--- src/rtl/fft_seq_pkg.sv ---
// Shared types and helpers for the iterative FFT sequencer.
// Holds the state encoding, the ARRANGE phase-length rule and the default write-enable masks.
// Pure declarations: no logic, no latency, no backpressure.
package fft_seq_pkg;

    typedef enum logic [2:0] {
        ST_IDLE    = 3'd0,
        ST_PREPARE = 3'd1,
        ST_CORE    = 3'd2,
        ST_WAIT    = 3'd3,
        ST_ARRANGE = 3'd4
    } seq_state_t;

    localparam logic [5:0] DEF_WE_MASK_A = 6'b011011;
    localparam logic [5:0] DEF_WE_MASK_B = 6'b100100;

    // ARRANGE runs two cycles longer than PREPARE. The extra bit keeps an
    // all-ones point count from wrapping back to a short phase.
    function automatic logic [32:0] arrange_len(input logic [31:0] pts);
        return {1'b0, pts} + 33'd2;
    endfunction

endpackage

--- src/rtl/fft_seq_phase_cnt.sv ---
// Phase counter for the FFT sequencer: counts cycles spent in the current phase.
// Latency: terminal flag is combinational from the registered count.
// Backpressure: none; clears whenever the sequencer changes state or is idle.
//
// Ports: clk, rst (sync, active-high), clear (state change), run (sequencer busy),
//        len (current phase length minus 1), cnt (cycles in phase), last (cnt == len).
module fft_seq_phase_cnt #(
    parameter int CNT_W = 16
) (
    input  logic             clk,
    input  logic             rst,
    input  logic             clear,
    input  logic             run,
    input  logic [CNT_W-1:0] len,
    output logic [CNT_W-1:0] cnt,
    output logic             last
);

    always_ff @(posedge clk) begin
        if (rst) begin
            cnt <= '0;
        end else if (clear || !run) begin
            cnt <= '0;
        end else begin
            cnt <= cnt + 1'b1;
        end
    end

    assign last = (cnt == len);

endmodule

--- src/rtl/fft_seq_ctrl.sv ---
// Iterative FFT sequencer: PREPARE, then CORE/WAIT/ARRANGE per stage, then IDLE.
// Latency: phase enables decode from the state register; we lags state by 1 cycle; done fires DONE_DELAY after the final ARRANGE cycle.
// Backpressure: none; start is ignored while busy, abort returns to IDLE on the next edge.
//
// Ports: start/abort control, cfg_* (latched on start), busy, ena_* phase enables,
//        stage_level, we (registered write enables), done (1-cycle pulse).
// Optional: define FFT_SEQ_CTRL_PERF_EN to add perf_cycles, the busy-cycle count of
//           the last completed run (saturating, updated on its done pulse).
module fft_seq_ctrl
    import fft_seq_pkg::*;
#(
    parameter int                ADDR_WIDTH  = 12,
    parameter int                CORE_WIDTH  = 16,
    parameter int                WAIT_WIDTH  = 4,
    parameter int                STAGE_WIDTH = 4,
    parameter int                NUM_WE      = 6,
    parameter logic [NUM_WE-1:0] WE_MASK_A   = DEF_WE_MASK_A,
    parameter logic [NUM_WE-1:0] WE_MASK_B   = DEF_WE_MASK_B,
    parameter int                DONE_DELAY  = 10
) (
    input  logic                   clk,
    input  logic                   rst,
    input  logic                   start,
    input  logic                   abort,
    input  logic [ADDR_WIDTH-1:0]  cfg_pts,
    input  logic [CORE_WIDTH-1:0]  cfg_core,
    input  logic [WAIT_WIDTH-1:0]  cfg_wait,
    input  logic [STAGE_WIDTH-1:0] cfg_stages,
    output logic                   busy,
    output logic                   ena_prepare,
    output logic                   ena_fft_core,
    output logic                   ena_fft_wait,
    output logic                   ena_arrange,
    output logic [STAGE_WIDTH-1:0] stage_level,
    output logic [NUM_WE-1:0]      we,
    output logic                   done
`ifdef FFT_SEQ_CTRL_PERF_EN
    ,
    output logic [31:0]            perf_cycles
`endif
);

    localparam int CNT_W = (ADDR_WIDTH + 1 > CORE_WIDTH) ? ADDR_WIDTH + 1 : CORE_WIDTH;

    seq_state_t             state, state_nxt;
    logic [STAGE_WIDTH-1:0] stage_nxt;
    logic [ADDR_WIDTH-1:0]  pts_q;
    logic [CORE_WIDTH-1:0]  core_q;
    logic [WAIT_WIDTH-1:0]  wait_q;
    logic [STAGE_WIDTH-1:0] stages_q;
    logic [STAGE_WIDTH-1:0] stages_eff;
    logic [CNT_W-1:0]       phase_len;
    logic [CNT_W-1:0]       phase_cnt;
    logic                   phase_last;
    logic                   accept;
    logic                   fin;
    logic [DONE_DELAY-1:0]  done_pipe;

    assign stages_eff = (stages_q == '0) ? STAGE_WIDTH'(1) : stages_q;

    always_comb begin
        phase_len = '0;
        case (state)
            ST_PREPARE: phase_len = CNT_W'(pts_q);
            ST_CORE:    phase_len = CNT_W'(core_q);
            ST_WAIT:    phase_len = CNT_W'(wait_q);
            ST_ARRANGE: phase_len = CNT_W'(arrange_len(32'(pts_q)));
            default:    phase_len = '0;
        endcase
    end

    fft_seq_phase_cnt #(.CNT_W(CNT_W)) u_phase_cnt (
        .clk   (clk),
        .rst   (rst),
        .clear (state_nxt != state),
        .run   (busy),
        .len   (phase_len),
        .cnt   (phase_cnt),
        .last  (phase_last)
    );

    // Next state, stage index and the phase decode all come from the registered state.
    always_comb begin
        state_nxt    = state;
        stage_nxt    = stage_level;
        accept       = 1'b0;
        fin          = 1'b0;
        busy         = (state != ST_IDLE);
        ena_prepare  = (state == ST_PREPARE);
        ena_fft_core = (state == ST_CORE);
        ena_fft_wait = (state == ST_WAIT);
        ena_arrange  = (state == ST_ARRANGE);
        if (abort) begin
            state_nxt = ST_IDLE;
            stage_nxt = '0;
        end else begin
            case (state)
                ST_IDLE: if (start) begin
                    accept    = 1'b1;
                    state_nxt = ST_PREPARE;
                    stage_nxt = '0;
                end
                ST_PREPARE: if (phase_last) state_nxt = ST_CORE;
                ST_CORE:    if (phase_last) state_nxt = ST_WAIT;
                ST_WAIT:    if (phase_last) state_nxt = ST_ARRANGE;
                ST_ARRANGE: if (phase_last) begin
                    if (stage_level == stages_eff - 1'b1) begin
                        state_nxt = ST_IDLE;
                        stage_nxt = '0;
                        fin       = 1'b1;
                    end else begin
                        state_nxt = ST_CORE;
                        stage_nxt = stage_level + 1'b1;
                    end
                end
                default: begin
                    state_nxt = ST_IDLE;
                    stage_nxt = '0;
                end
            endcase
        end
    end

    always_ff @(posedge clk) begin
        if (rst) begin
            state       <= ST_IDLE;
            stage_level <= '0;
            pts_q       <= '0;
            core_q      <= '0;
            wait_q      <= '0;
            stages_q    <= '0;
            we          <= '0;
            done_pipe   <= '0;
        end else begin
            state       <= state_nxt;
            stage_level <= stage_nxt;
            if (accept) begin
                pts_q    <= cfg_pts;
                core_q   <= cfg_core;
                wait_q   <= cfg_wait;
                stages_q <= cfg_stages;
            end
            case (state)
                ST_PREPARE, ST_ARRANGE: we <= WE_MASK_A;
                ST_CORE, ST_WAIT:       we <= WE_MASK_B;
                default:                we <= '0;
            endcase
            // A pending done from the previous run keeps shifting through a new start;
            // only abort flushes it.
            if (abort) begin
                done_pipe <= '0;
            end else begin
                done_pipe <= (done_pipe << 1) | DONE_DELAY'(fin);
            end
        end
    end

    assign done = done_pipe[DONE_DELAY-1];

`ifdef FFT_SEQ_CTRL_PERF_EN
    logic [31:0] run_cnt;
    logic [31:0] perf_pend;

    // run_cnt counts busy cycles before the current one, so the finishing
    // cycle is added when the result is parked until its done pulse.
    always_ff @(posedge clk) begin
        if (rst) begin
            run_cnt     <= '0;
            perf_pend   <= '0;
            perf_cycles <= '0;
        end else begin
            if (accept) begin
                run_cnt <= '0;
            end else if (busy && run_cnt != '1) begin
                run_cnt <= run_cnt + 1'b1;
            end
            if (fin) begin
                perf_pend <= (run_cnt == '1) ? '1 : run_cnt + 1'b1;
            end
            if (done) begin
                perf_cycles <= perf_pend;
            end
        end
    end
`endif

endmodule

--- config.mk ---
export PLATFORM = sky130hd
export DESIGN_NAME = fft_seq_ctrl
export DESIGN_NICKNAME = d
export VERILOG_FILES = /design/src/rtl/fft_seq_pkg.sv /design/src/rtl/fft_seq_phase_cnt.sv /design/src/rtl/fft_seq_ctrl.sv
export SDC_FILE = /design/constraint.sdc
export NUM_CORES = 1
export LEC_CHECK = 0
export CAP_MARGIN = 10
export CORE_MARGIN = 5
export CORE_UTILIZATION = 49
export DETAILED_ROUTE_END_ITERATION = 10
export MAX_ROUTING_LAYER = met4
export PLACE_DENSITY_LB_ADDON = 0.1
export SYNTH_ARGS = -nofsm -noshare
export SYNTH_HDL_FRONTEND = slang
export SYNTH_SLANG_ARGS = --single-unit
--- constraint.sdc ---
create_clock -name clk -period 2.8 [get_ports clk]
set_input_delay 0.56 -clock clk [delete_from_list [all_inputs] [get_ports clk]]
set_output_delay 0.56 -clock clk [all_outputs]
set_load 0.1 [all_outputs]
**After elaboration in Yosys (flattened, before gate mapping)**

Index checks and enable logic that the tools add are counted.

- Add/sub/neg operators: 4
- Eq/ne operators: 9
- Mux-type cells: 22
- Bitwise logic cells: 2
- Reduce and logical (&&, ||, !) cells: 11

Operator list:

| cell | number |
|---|---|
| case mux 16 bit (4 select lines) | 1 |
| two-way mux 3 bit | 6 |
| adder 16 x 1 -> 16 bit, second input constant | 1 |
| == test 16 bit | 1 |
| two-way mux 4 bit | 4 |
| case mux 3 bit (5 select lines) | 1 |
| adder 12 x 2 -> 13 bit, second input constant | 1 |
| case mux 4 bit (3 select lines) | 1 |
| case mux 6 bit (2 select lines) | 1 |
| OR 10 x 1 -> 10 bit | 1 |
| OR reduction 2 bit | 4 |
| two-way mux 1 bit | 7 |
| == test 3 x 2 -> 1 bit, second input constant | 2 |
| adder 4 x 1 -> 4 bit, second input constant | 1 |
| == test 4 bit | 1 |
| zero test 4 bit | 1 |
| subtractor 4 x 1 -> 4 bit, second input constant | 1 |
| == test 3 x 1 -> 1 bit, second input constant | 1 |
| == test 3 bit, second input constant | 1 |
| zero test 3 bit | 1 |
| != test 3 bit | 1 |
| AND reduction 3 bit | 1 |
| nonzero test 3 bit | 1 |
| OR reduction 3 bit | 1 |
| other kinds (6) | 6 |

- Register bits after elaboration: 75

**Depth between registers and ports, before layout**

- Depth after elaboration: 11
- Depth in mapped cells: 12
- Gate-level depth less buffers: 10

**Modules after synthesis**

Synthesis repeated with hierarchy kept, for this count alone.

- Cells, all modules: 441
- Area, all modules: 3534.6 sq um

Modules (own cells, without submodules):

| module | times used | cells each | area an instance (sq um) | sequential area each (sq um) |
|---|---|---|---|---|
| fft_seq_ctrl | 1 | 335 | 2610.0 | 1101.1 |
| fft_seq_phase_cnt | 1 | 106 | 924.6 | 320.3 |

**Worst setup path after synthesis**

Ideal clock, no wire load.

- Kind: register to register
- Start: reg state[0]
- End: reg u_phase_cnt.cnt[8]
- Arrival: 3.817 ns
- Data required time: 2.685 ns
- Slack: -1.132 ns
- Cell stages (with the launch flop): 12
- Buffers on the path: 2
- Period minus slack after synthesis: 3.932 ns
- Cell sequence: dfxtp_1 > buf_6 > nor3b_2 > nand2_1 > a32o_1 > a211oi_2 > nand4_1 > nor4_4 > nor2_1 > o311ai_4 > buf_6 > nor2_1

- Word-level cells in the longest chain between the ends: 9
- Elaborated cells on any way between the ends: 19
- Classes of those cells: eq/ne: 6; mux: 8; reduce/logical: 5

RTL lines:

| element | RTL line | source |
|---|---|---|
| start, declared | fft_seq_ctrl.sv:45 | `seq_state_t state, state_nxt;` |
| start signal, assigned | fft_seq_ctrl.sv:135 | `state <= state_nxt;` |
| == test 3 x 1 -> 1 bit (*) | -- |  |
| named net ena_prepare | fft_seq_ctrl.sv:30 | `output logic ena_prepare,` |
| case mux 16 bit (4 select lines) | fft_seq_ctrl.sv:63 | `case (state)` |
| == test 16 bit | fft_seq_phase_cnt.sv:29 | `assign last = (cnt == len);` |
| two-way mux 3 bit (on tied branches) | -- |  |
| case mux 3 bit (5 select lines) (*) | fft_seq_ctrl.sv:97 | `case (state)` |
| two-way mux 3 bit (*) | fft_seq_ctrl.sv:93 | `if (abort) begin` |
| != test 3 bit (*) | fft_seq_ctrl.sv:75 | `.clear (state_nxt != state),` |
| logical OR 1 bit (*) | fft_seq_phase_cnt.sv:22 | `end else if (clear \|\| !run) begin` |
| OR reduction 2 bit (no line) (*) | -- |  |
| end signal, assigned | fft_seq_phase_cnt.sv:25 | `cnt <= cnt + 1'b1;` |
| end, declared | fft_seq_phase_cnt.sv:15 | `output logic [CNT_W-1:0] cnt,` |

The timed path passes the listed nets; every way through them passes the cells marked *.
A chain may end at the register's enable or synchronous reset.

**Final worst setup path**

- Start: reg pts_q[9]
- End: reg u_phase_cnt.cnt[8]

- Word-level cells in the longest chain between the ends: 9
- Elaborated cells on any way between the ends: 12
- Classes of those cells: add/sub: 1; eq/ne: 2; mux: 7; reduce/logical: 2

RTL lines:

| element | RTL line | source |
|---|---|---|
| start, declared | fft_seq_ctrl.sv:47 | `logic [ADDR_WIDTH-1:0] pts_q;` |
| start signal, assigned | fft_seq_ctrl.sv:138 | `pts_q <= cfg_pts;` |
| adder 12 x 2 -> 13 bit | fft_seq_pkg.sv:20 | `return {1'b0, pts} + 33'd2;` |
| case mux 16 bit (4 select lines) (*) | fft_seq_ctrl.sv:63 |  |
| == test 16 bit (*) | fft_seq_phase_cnt.sv:29 |  |
| two-way mux 3 bit (on tied branches) | -- |  |
| case mux 3 bit (5 select lines) (*) | fft_seq_ctrl.sv:97 |  |
| two-way mux 3 bit (*) | fft_seq_ctrl.sv:93 |  |
| != test 3 bit (*) | fft_seq_ctrl.sv:75 |  |
| logical OR 1 bit (*) | fft_seq_phase_cnt.sv:22 |  |
| OR reduction 2 bit (no line) (*) | -- |  |

Every way passes the cells marked *; elsewhere a longest branch is shown, timed or not.

==> impl_metrics.ini <==
[outcome]
run_status = finished with violations
failed_checks = negative setup slack

[global_routing]
grt_max_degree = 37
grt_pass1_vias = 3531
antenna_found_initial = 0
grt_usage = 0.234
overflow = 0
grt_pass1_wl_mm = 17.8

[yosys]
syn_area_um2 = 3860
ys_seq_elements = 71
yosysTopAreaCellShare = 0.369
synth_edf_count = 0
yosys-top-cells-count = nand2_1, dfxtp_1, a21oi_1, nor2_1, clkbuf_1
synth-async-reset-ratio = 0
syn_nets = 535
postSynthCellCount = 491
syn_area_per_cell_um2 = 7.85
synth_area_leaders = dfxtp_1, nand2_1, a21oi_1
synthFlopType = dfxtp_1
synth_cell_type_count = 62
ys_warn_count = 0
yosysMostFrequentCell = nand2_1
synth_top_cell_by_area = dfxtp_1
ys_seq_area_frac = 0.369

[timing]
post-route-period-util = 1.00
setup_tns_ns = -0.0171
fin_crit_ns = 2.81
rsz0062_at_grt = yes
setup_violations = 3
relSlewSlack = 0.595
drv_slew = 0
tightest_slew_ns = 0.606
worst_slack_ns = -0.00886
skew_ns = 0.0129
finalHoldViolCount = 0
fmax_mhz = 356

[place]
portBuffers = 55
dp_hpwl_mm = 7.95
globalplace.congestion = 0.945
pre_cts_ws_ns = -0.134

[cells_and_area]
nets = 629
syn2layout_area_growth_pct = 37.1
final_util = 0.688
drive_gt1_frac = 0.237
n_antenna_cell = 0

[power_and_ir_drop]
p_leak_nw = 2.03
vdd_ir_drop_max_mv = 0.396
power_density_nw_per_um2 = 447
total_power_mw = 2.36

[drt]
drt-pass1-iter-count = 4
drc_errors = 0
antenna_left = 0
drt_iter0_drc = 177
vias_per_cell = 5.54
wire_per_inst_um = 16.0
drt-total-wl_mm = 11.1
vias = 3832

[clock_tree]
clkSinkCount = 71
clkLatencyLatePin_ns = 0.34
cts-root-buf = clkbuf_8
cts-hold-fix-buffers = 0
cts_tree = done
cts_buffers = 9
path_clk_slew_ns = 0.08
clock_path_buffers = 2
ctsHtreeMaxLevel = 3

[floorplanning]
core_um2 = 7690
core.rowCount = 32
ios = 56
start_util = 0.502
die_area_um2 = 9740
fp.dieW_um = 98.7
die_y_um = 98.7

[job]
max_cap_violations = 0

[critical_path]
required_ns = 3.03
critPathKind = reg -> reg
crit_arrival_ns = 3.04
path_max_fanout = 8
cp-start-kind = register
endpoint_kind = register

[min_path]
hp-class = reg -> reg
critical path, stage by stage (launching register included):
cell	delay [ns]
dfxtp_1	0.33
nand4_1	0.16
buf_4	0.17
or4_4	0.49
a21oi_4	0.18
o21a_1	0.14
o2111ai_2	0.15
nor4_4	0.31
buf_6	0.17
nor2_4	0.04
o311ai_4	0.29
buf_6	0.20
nor2_1	0.05
per-stage QoR:
step | cell area, um2 | hold slack, ns | std cells
global placement | 4760 | 0.414 | 661
detailed placement | 4760 | 0.416 | 661
floorplan | 3870 | 0.406 | 491
CTS | 5220 | 0.426 | 688
global route | 5290 | 0.441 | 692
finish | 5290 | 0.424 | 692
metal layers:
metal  track usage  wire length, um  up-vias
li1              -                -     1902
met1         0.312             5160     1803
met2         0.366             5250      116
met3        0.0396              517       11
met4        0.0662              130        0
met5             -                0        -
flip-flops by register name, summed over array words and instances, names as in the netlist:
register,cells
core_q,16
done_pipe,10
pts_q,12
stage_level,4
stages_q,4
state,3
u_phase_cnt.cnt,16
wait_q,4
we,2
final timing paths:
kind / slack [ns] / to / from / cells after the start
hold / removal: 0.42 / done_pipe[6] / done_pipe[5] / 1
setup / recovery: -0.009 / u_phase_cnt.cnt[8] / pts_q[9] / 12
hold reg to reg: 0.42 / done_pipe[6] / done_pipe[5] / 1
setup reg to reg: -0.009 / u_phase_cnt.cnt[8] / pts_q[9] / 12
cell families after synthesis:
logic type / after synthesis / synth area share
mux: 6 / 0.0165
buf+inv: 48 / 0.0616
fa+ha+maj: 4 / 0.0130
simple gates: 221 / 0.284
xor+xnor: 31 / 0.0704
compound gates: 110 / 0.186
flops: 71 / 0.369
timing repair:
action / 4_1_cts / 5_1_grt
pin swaps: 24 / 8
gates resized for setup: 35 / 24
gates cloned: 1 / 0
hold endpoints to repair: 0 / 0
setup buffers: 10 / 6
endpoints found under the setup margin: 21 / 23
layout by cell type, fill, tap and decap left out, types with 4 or more instances in the layout:
master	Yosys	final
nand2_1	92	91
buf_4	5	67
dfxtp_1	71	64
a21oi_1	45	43
clkdlybuf4s50_1	0	39
nor2_1	43	37
xor2_1	17	16
nand3_1	17	16
xnor2_1	14	14
o21ai_0	16	12
inv_1	12	11
and2_1	10	10
and3_1	10	9
clkbuf_8	0	9
nor2b_1	8	7
nor3_1	7	7
nand4_1	7	7
a22oi_1	8	7
o22ai_1	8	6
buf_12	0	6
dfxtp_2	0	6
o2111ai_1	5	4
buf_6	4	4
where the power goes:
group          internal, mW  switching, mW  leakage (nW)
clock                 0.504          0.389         0.107
combinational         0.190          0.216          1.34
sequential             1.04         0.0261         0.579
total                  1.73          0.631          2.03
area by class of cell:
class                      instances  area, um2
sequential                        71       1430
fill                             653       2400
timing repair buffer             118       1090
clock buffer                      11        131
clock inverter                     5       82.6
tap                              102        128
inverter                          13       48.8
multi-input combinational        372       2370
No activity file was read; power rests on OpenSTA's default activity.
